## config.mk

```make
export PLATFORM = sky130hd
export DESIGN_NAME = note_tone_gen
export DESIGN_NICKNAME = d
export VERILOG_FILES = /design/src/rtl/note_tone_gen.sv
export SDC_FILE = /design/constraint.sdc
export NUM_CORES = 1
export LEC_CHECK = 0
export CORE_MARGIN = 4
export CORE_UTILIZATION = 40
export CTS_CLUSTER_DIAMETER = 150
export DETAILED_ROUTE_END_ITERATION = 12
export DONT_BUFFER_PORTS = 1
export GPL_ROUTABILITY_DRIVEN = 0
export GPL_TIMING_DRIVEN = 0
export PLACE_DENSITY = 0.52
export SLEW_MARGIN = 15
export SYNTH_ARGS = -nofsm -noshare
export SYNTH_HDL_FRONTEND = slang
export SYNTH_SLANG_ARGS = --single-unit
export TNS_END_PERCENT = 1
```

## constraint.sdc

```tcl
create_clock -name CLK -period 7.6 [get_ports CLK]
set_input_delay 0.38 -clock CLK [delete_from_list [all_inputs] [get_ports CLK]]
set_output_delay 0.38 -clock CLK [all_outputs]
set_load 0.01 [all_outputs]
```

## src/rtl/note_tone_gen.sv

```systemverilog
// note_tone_gen
//   Speaker back end for the FPGA piano. Brings the beat-domain note code into
//   the CLK domain, debounces it, and generates a square wave whose pitch only
//   changes on half-period boundaries so no runt pulse ever reaches SPEAKER.
//
// Ports
//   CLK          in   system clock, rising edge
//   RESET        in   asynchronous active-high reset
//   NOTE_IN[3:0] in   note code (0 none, 1..8 = C4..C5, 9..15 treated as none)
//   MUTE         in   synchronous mute, overrides everything
//   SPEAKER      out  square-wave audio
//   TONE_ON      out  high while a tone is being generated
//   NOTE_PLAYING out  code currently being generated, 0 when idle
module note_tone_gen #(
    parameter int STABLE_CYCLES = 4,
    parameter int DIV_SHIFT     = 0
) (
    input  logic       CLK,
    input  logic       RESET,
    input  logic [3:0] NOTE_IN,
    input  logic       MUTE,
    output logic       SPEAKER,
    output logic       TONE_ON,
    output logic [3:0] NOTE_PLAYING
);

    localparam int STAB_W = (STABLE_CYCLES > 1) ? $clog2(STABLE_CYCLES) : 1;
    localparam logic [STAB_W-1:0] STAB_MAX = STAB_W'(STABLE_CYCLES - 1);

    localparam logic [0:0] ST_IDLE = 1'b0;
    localparam logic [0:0] ST_PLAY = 1'b1;

    function automatic logic [3:0] map_code(input logic [3:0] code);
        return (code > 4'd8) ? 4'd0 : code;
    endfunction

    // Clocks per speaker level; the clamp keeps heavily shifted simulation
    // builds from producing a zero or one-clock half period.
    function automatic logic [17:0] half_cnt(input logic [3:0] code);
        logic [17:0] base;
        logic [17:0] shifted;
        case (code)
            4'd1:    base = 18'd191110;
            4'd2:    base = 18'd170265;
            4'd3:    base = 18'd151685;
            4'd4:    base = 18'd143172;
            4'd5:    base = 18'd127551;
            4'd6:    base = 18'd113636;
            4'd7:    base = 18'd101239;
            4'd8:    base = 18'd95557;
            default: base = 18'd0;
        endcase
        shifted = base >> DIV_SHIFT;
        if (shifted < 18'd2) shifted = 18'd2;
        return shifted;
    endfunction

    logic [3:0]        sync1_q, sync2_q, sync2_d;
    logic [STAB_W-1:0] stab_q, stab_d;
    logic [3:0]        acc_q, acc_d;
    logic [0:0]        state_q, state_d;
    logic [17:0]       cnt_q, cnt_d;
    logic              spk_q, spk_d;
    logic [3:0]        np_q, np_d;

    // Input path. The stability count ages the value about to sit in sync2_q,
    // so it compares the incoming (mapped) code with the current note_s; this
    // puts acceptance exactly 2 + STABLE_CYCLES clocks after sampling.
    always_comb begin
        sync2_d = map_code(sync1_q);
        if (sync2_d != sync2_q) begin
            stab_d = '0;
        end else if (stab_q == STAB_MAX) begin
            stab_d = stab_q;
        end else begin
            stab_d = stab_q + 1'b1;
        end
        acc_d = acc_q;
        if ((stab_q == STAB_MAX) && (sync2_q != acc_q)) begin
            acc_d = sync2_q;
        end
    end

    always_ff @(posedge CLK or posedge RESET) begin
        if (RESET) begin
            sync1_q <= '0;
            sync2_q <= '0;
            stab_q  <= '0;
            acc_q   <= '0;
        end else begin
            sync1_q <= NOTE_IN;
            sync2_q <= sync2_d;
            stab_q  <= stab_d;
            acc_q   <= acc_d;
        end
    end

    // Tone FSM. Pitch and stop decisions are taken only when cnt_q expires,
    // which is what guarantees full-length levels on SPEAKER.
    always_comb begin
        state_d = state_q;
        cnt_d   = cnt_q;
        spk_d   = spk_q;
        np_d    = np_q;
        if (MUTE) begin
            state_d = ST_IDLE;
            cnt_d   = '0;
            spk_d   = 1'b0;
            np_d    = '0;
        end else begin
            case (state_q)
                ST_IDLE: begin
                    cnt_d = '0;
                    spk_d = 1'b0;
                    np_d  = '0;
                    if (acc_q != 4'd0) begin
                        state_d = ST_PLAY;
                        spk_d   = 1'b1;
                        cnt_d   = half_cnt(acc_q) - 18'd1;
                        np_d    = acc_q;
                    end
                end
                ST_PLAY: begin
                    if (cnt_q != 18'd0) begin
                        cnt_d = cnt_q - 18'd1;
                    end else if (acc_q == np_q) begin
                        spk_d = ~spk_q;
                        cnt_d = half_cnt(np_q) - 18'd1;
                    end else if (acc_q != 4'd0) begin
                        spk_d = ~spk_q;
                        np_d  = acc_q;
                        cnt_d = half_cnt(acc_q) - 18'd1;
                    end else begin
                        state_d = ST_IDLE;
                        spk_d   = 1'b0;
                        np_d    = '0;
                    end
                end
                default: begin
                    state_d = ST_IDLE;
                    cnt_d   = '0;
                    spk_d   = 1'b0;
                    np_d    = '0;
                end
            endcase
        end
    end

    always_ff @(posedge CLK or posedge RESET) begin
        if (RESET) begin
            state_q <= ST_IDLE;
            cnt_q   <= '0;
            spk_q   <= 1'b0;
            np_q    <= '0;
        end else begin
            state_q <= state_d;
            cnt_q   <= cnt_d;
            spk_q   <= spk_d;
            np_q    <= np_d;
        end
    end

    assign SPEAKER      = spk_q;
    assign TONE_ON      = (state_q == ST_PLAY);
    assign NOTE_PLAYING = np_q;

endmodule

```

==> impl_metrics.json <==
{
  "htree_num_levels": 2,
  "fin_skew_ns": 0.0118,
  "drv_cap": 0,
  "ys_seq_area_share_pct": 30.4,
  "synth_area_leaders": "dfrtp_1 30%, nor2_1 5.3%, ha_1 5.2%",
  "synth_area_sq_um": 3130,
  "fillers": 803,
  "dr.pass1.iters": 5,
  "cp_cell_sequence": "clkbuf_1 > inv_1 > ha_1 > or3b_2 > nor3_1 > a2bb2oi_1 > a21oi_1 > ha_1 > o21ai_0 > o21bai_1 > a2111oi_0",
  "ant_nets": 0,
  "clock-sinks": 38,
  "post-route-util_pct": 44.8,
  "cts_buffers": 5,
  "finalWorstSetupSlack_ns": 3.64,
  "cp-end-kind": "flip-flop",
  "tightestPinTransition_ns": 0.893,
  "cts_tree": "done",
  "diodes": 0,
  "max-slew-margin-rel_pct": 39.9,
  "cts_buffer_depth": 2,
  "post-route-period-util_pct": 52.1,
  "pre_cts_slack_ns": 3.78,
  "grt_pass1_vias": 2892,
  "synth_cells": 390,
  "area_delta_synth_final_pct": 9.87,
  "ir_drop_uv": 127,
  "hold_viol": 0,
  "synth_edf_count": 0,
  "final-seq-area_sq_um": 951,
  "yosysMostFrequentCell": "nor2_1",
  "synth.top_cells.by_count": "44 x nor2_1, 38 x dfrtp_1, 29 x nand2_1, 27 x a21oi_1",
  "coreArea_sq_um": 7690,
  "path_common_cell": "ha_1",
  "wl_met3_um": 625,
  "drive_above_1_share_pct": 7.50,
  "top_layer_used": "met4",
  "drt-total-wl_mm": 9.60,
  "holdCritPathClass": "in -> reg",
  "period_needed_ns": 3.96,
  "final_nets": 419,
  "ys_types": 62,
  "p_total_uw": 1640,
  "clk_latency_ns": 0.30,
  "rsz0062_at_grt": "false",
  "cpLargestDelayFamily": "compound AO/OA/AOI/OAI gates",
  "clkTransAtPathRegs_ns": 0.09,
  "worstPathRequired_ns": 7.73,
  "die_h_um": 96.5,
  "start_util_pct": 40.7,
  "wire_per_inst_um": 19.1,
  "yosys.area.top_type_share_pct": 30.4,
  "syn_area_per_cell_sq_um": 8.03,
  "p_leak_uw": 0.00148,
  "antenna_found_initial": 0,
  "cpPeakStageDelay_ns": 0.65,
  "port_buffers": 0,
  "die_x_um": 96.5,
  "drt_iter0_markers": 335,
  "crit_buf_inv": 2,
  "multi_input_area_sq_um": 2010,
  "dr_wl_met2_mm": 4.46,
  "outcome": "finished, final reports clean",
  "yosysWarnings": 0,
  "die-area_sq_um": 9310,
  "placed_cell_area_sq_um": 3290,
  "maxSlewViolCount": 0,
  "powerDensity_nw_per_um2": 478,
  "fmaxAchievable_mhz": 252,
  "cts-root-buf": "clkbuf_8",
  "async_flop_share_pct": 100,
  "synth_top_cell_by_area": "dfrtp_1",
  "finalSetupTns_ns": 0,
  "grt_usage_pct": 21.6,
  "start_kind": "flip-flop",
  "synth_ff_type": "dfrtp_1",
  "postCtsSetupRepairBufs": 0,
  "worstPathArrival_ns": 4.09,
  "vias": 3070,
  "wl_met1_mm": 4.26,
  "via_per_inst": 6.12,
  "grt_first_pass_wirelength_mm": 15.5,
  "setup_violations": 0,
  "synth_seq_cells": 38,
  "drcViolationCount": 0,
  "design_area_sq_um": 3440,
  "grt_overflow": 0,
  "cp_max_fo": 10,
  "grt_start_max_net_pins": 21,
  "ios": 13,
  "dp.final_hpwl_mm": 7.39,
  "core.rowCount": 32,
  "synth_nets": 410,
  "slowest_stage": "a2111oi_0",
  "path_class": "reg -> reg"
}
## cell families (layout without fill, tap and decap cells)
logic type | Yosys count | after routing | synth area share (%)
simple gates | 162 | 162 | 26.4
compound gates | 106 | 106 | 23.7
buf+inv | 41 | 51 | 5.55
flops | 38 | 38 | 30.4
xor+xnor | 22 | 22 | 6.15
fa+ha+maj | 13 | 13 | 5.19
mux | 8 | 8 | 2.64
## metrics by stage
step           hold WS [ns]  instances
6_report             0.0962        502
4_1_cts              0.0930        502
3_3_place_gp          0.411        492
3_5_place_dp          0.306        493
5_1_grt              0.0887        502
2_1_floorplan         0.411        390
## sequential cells by signal, indices dropped and copies added (netlist names)
| register | count |
|---|---|
| stab_q | 2 |
| SPEAKER | 1 |
| acc_q | 4 |
| cnt_q | 18 |
| sync1_q | 4 |
| sync2_q | 4 |
| TONE_ON | 1 |
| NOTE_PLAYING | 4 |
## power breakdown
part	internal, uW	total, uW	switching, uW
clock	132	214	82.4
sequential	252	307	55.2
combinational	429	1120	694
## repair_timing
item | CTS | global route
hold buffers | 1 | 0
gates resized for setup | 0 | 0
endpoints found under the hold margin | 18 | 0
endpoints found under the setup margin | 0 | 0
## layout make-up
class                           instances  area share [%]
Multi-Input combinational cell        311            58.5
Sequential cell                        38            27.6
Tap cell                              102            3.71
Buffer                                 25            3.31
Clock buffer                            5            2.00
Clock inverter                          3            2.00
Inverter                               16            1.75
Timing Repair Buffer                    2            1.09
## per-layer routing
metal / global-route usage (%) / vias to the layer above
li1: - / 1449
met1: 30.0 / 1465
met2: 34.5 / 135
met3: 3.41 / 21
met4: 6.78 / 0
met5: 0 / -
## placed cells by master (no fill, tap or decap), types with 6 or more instances in the layout
cell	netlist	final
nor4_1	11	10
o21ai_0	16	16
mux2i_1	6	6
o31ai_1	6	6
a211oi_1	8	8
clkbuf_1	19	19
nor2_1	44	44
xnor2_1	10	10
or3_1	6	6
ha_1	13	13
nor3_1	19	19
a21oi_1	27	27
xor2_1	12	12
dfrtp_1	38	38
inv_1	16	15
nand2_1	29	29
nand3_1	8	8
nand2b_1	12	12
## worst paths after layout
kind | start | endpoint | slack, ns | cells past startpoint
worst min register to register | sync1_q[2] | sync2_q[3] | 0.46 | 1
min in group asynchronous | RESET | cnt_q[5] | 0.55 | 2
worst max register to register | NOTE_PLAYING[0] | cnt_q[12] | 3.64 | 11
max in group asynchronous | RESET | sync1_q[2] | 6.59 | 3
worst min-delay path | NOTE_IN[0] | sync1_q[0] | 0.1 | 0
worst max-delay path | NOTE_PLAYING[0] | cnt_q[12] | 3.64 | 11
(Power assumes the default switching activity.)
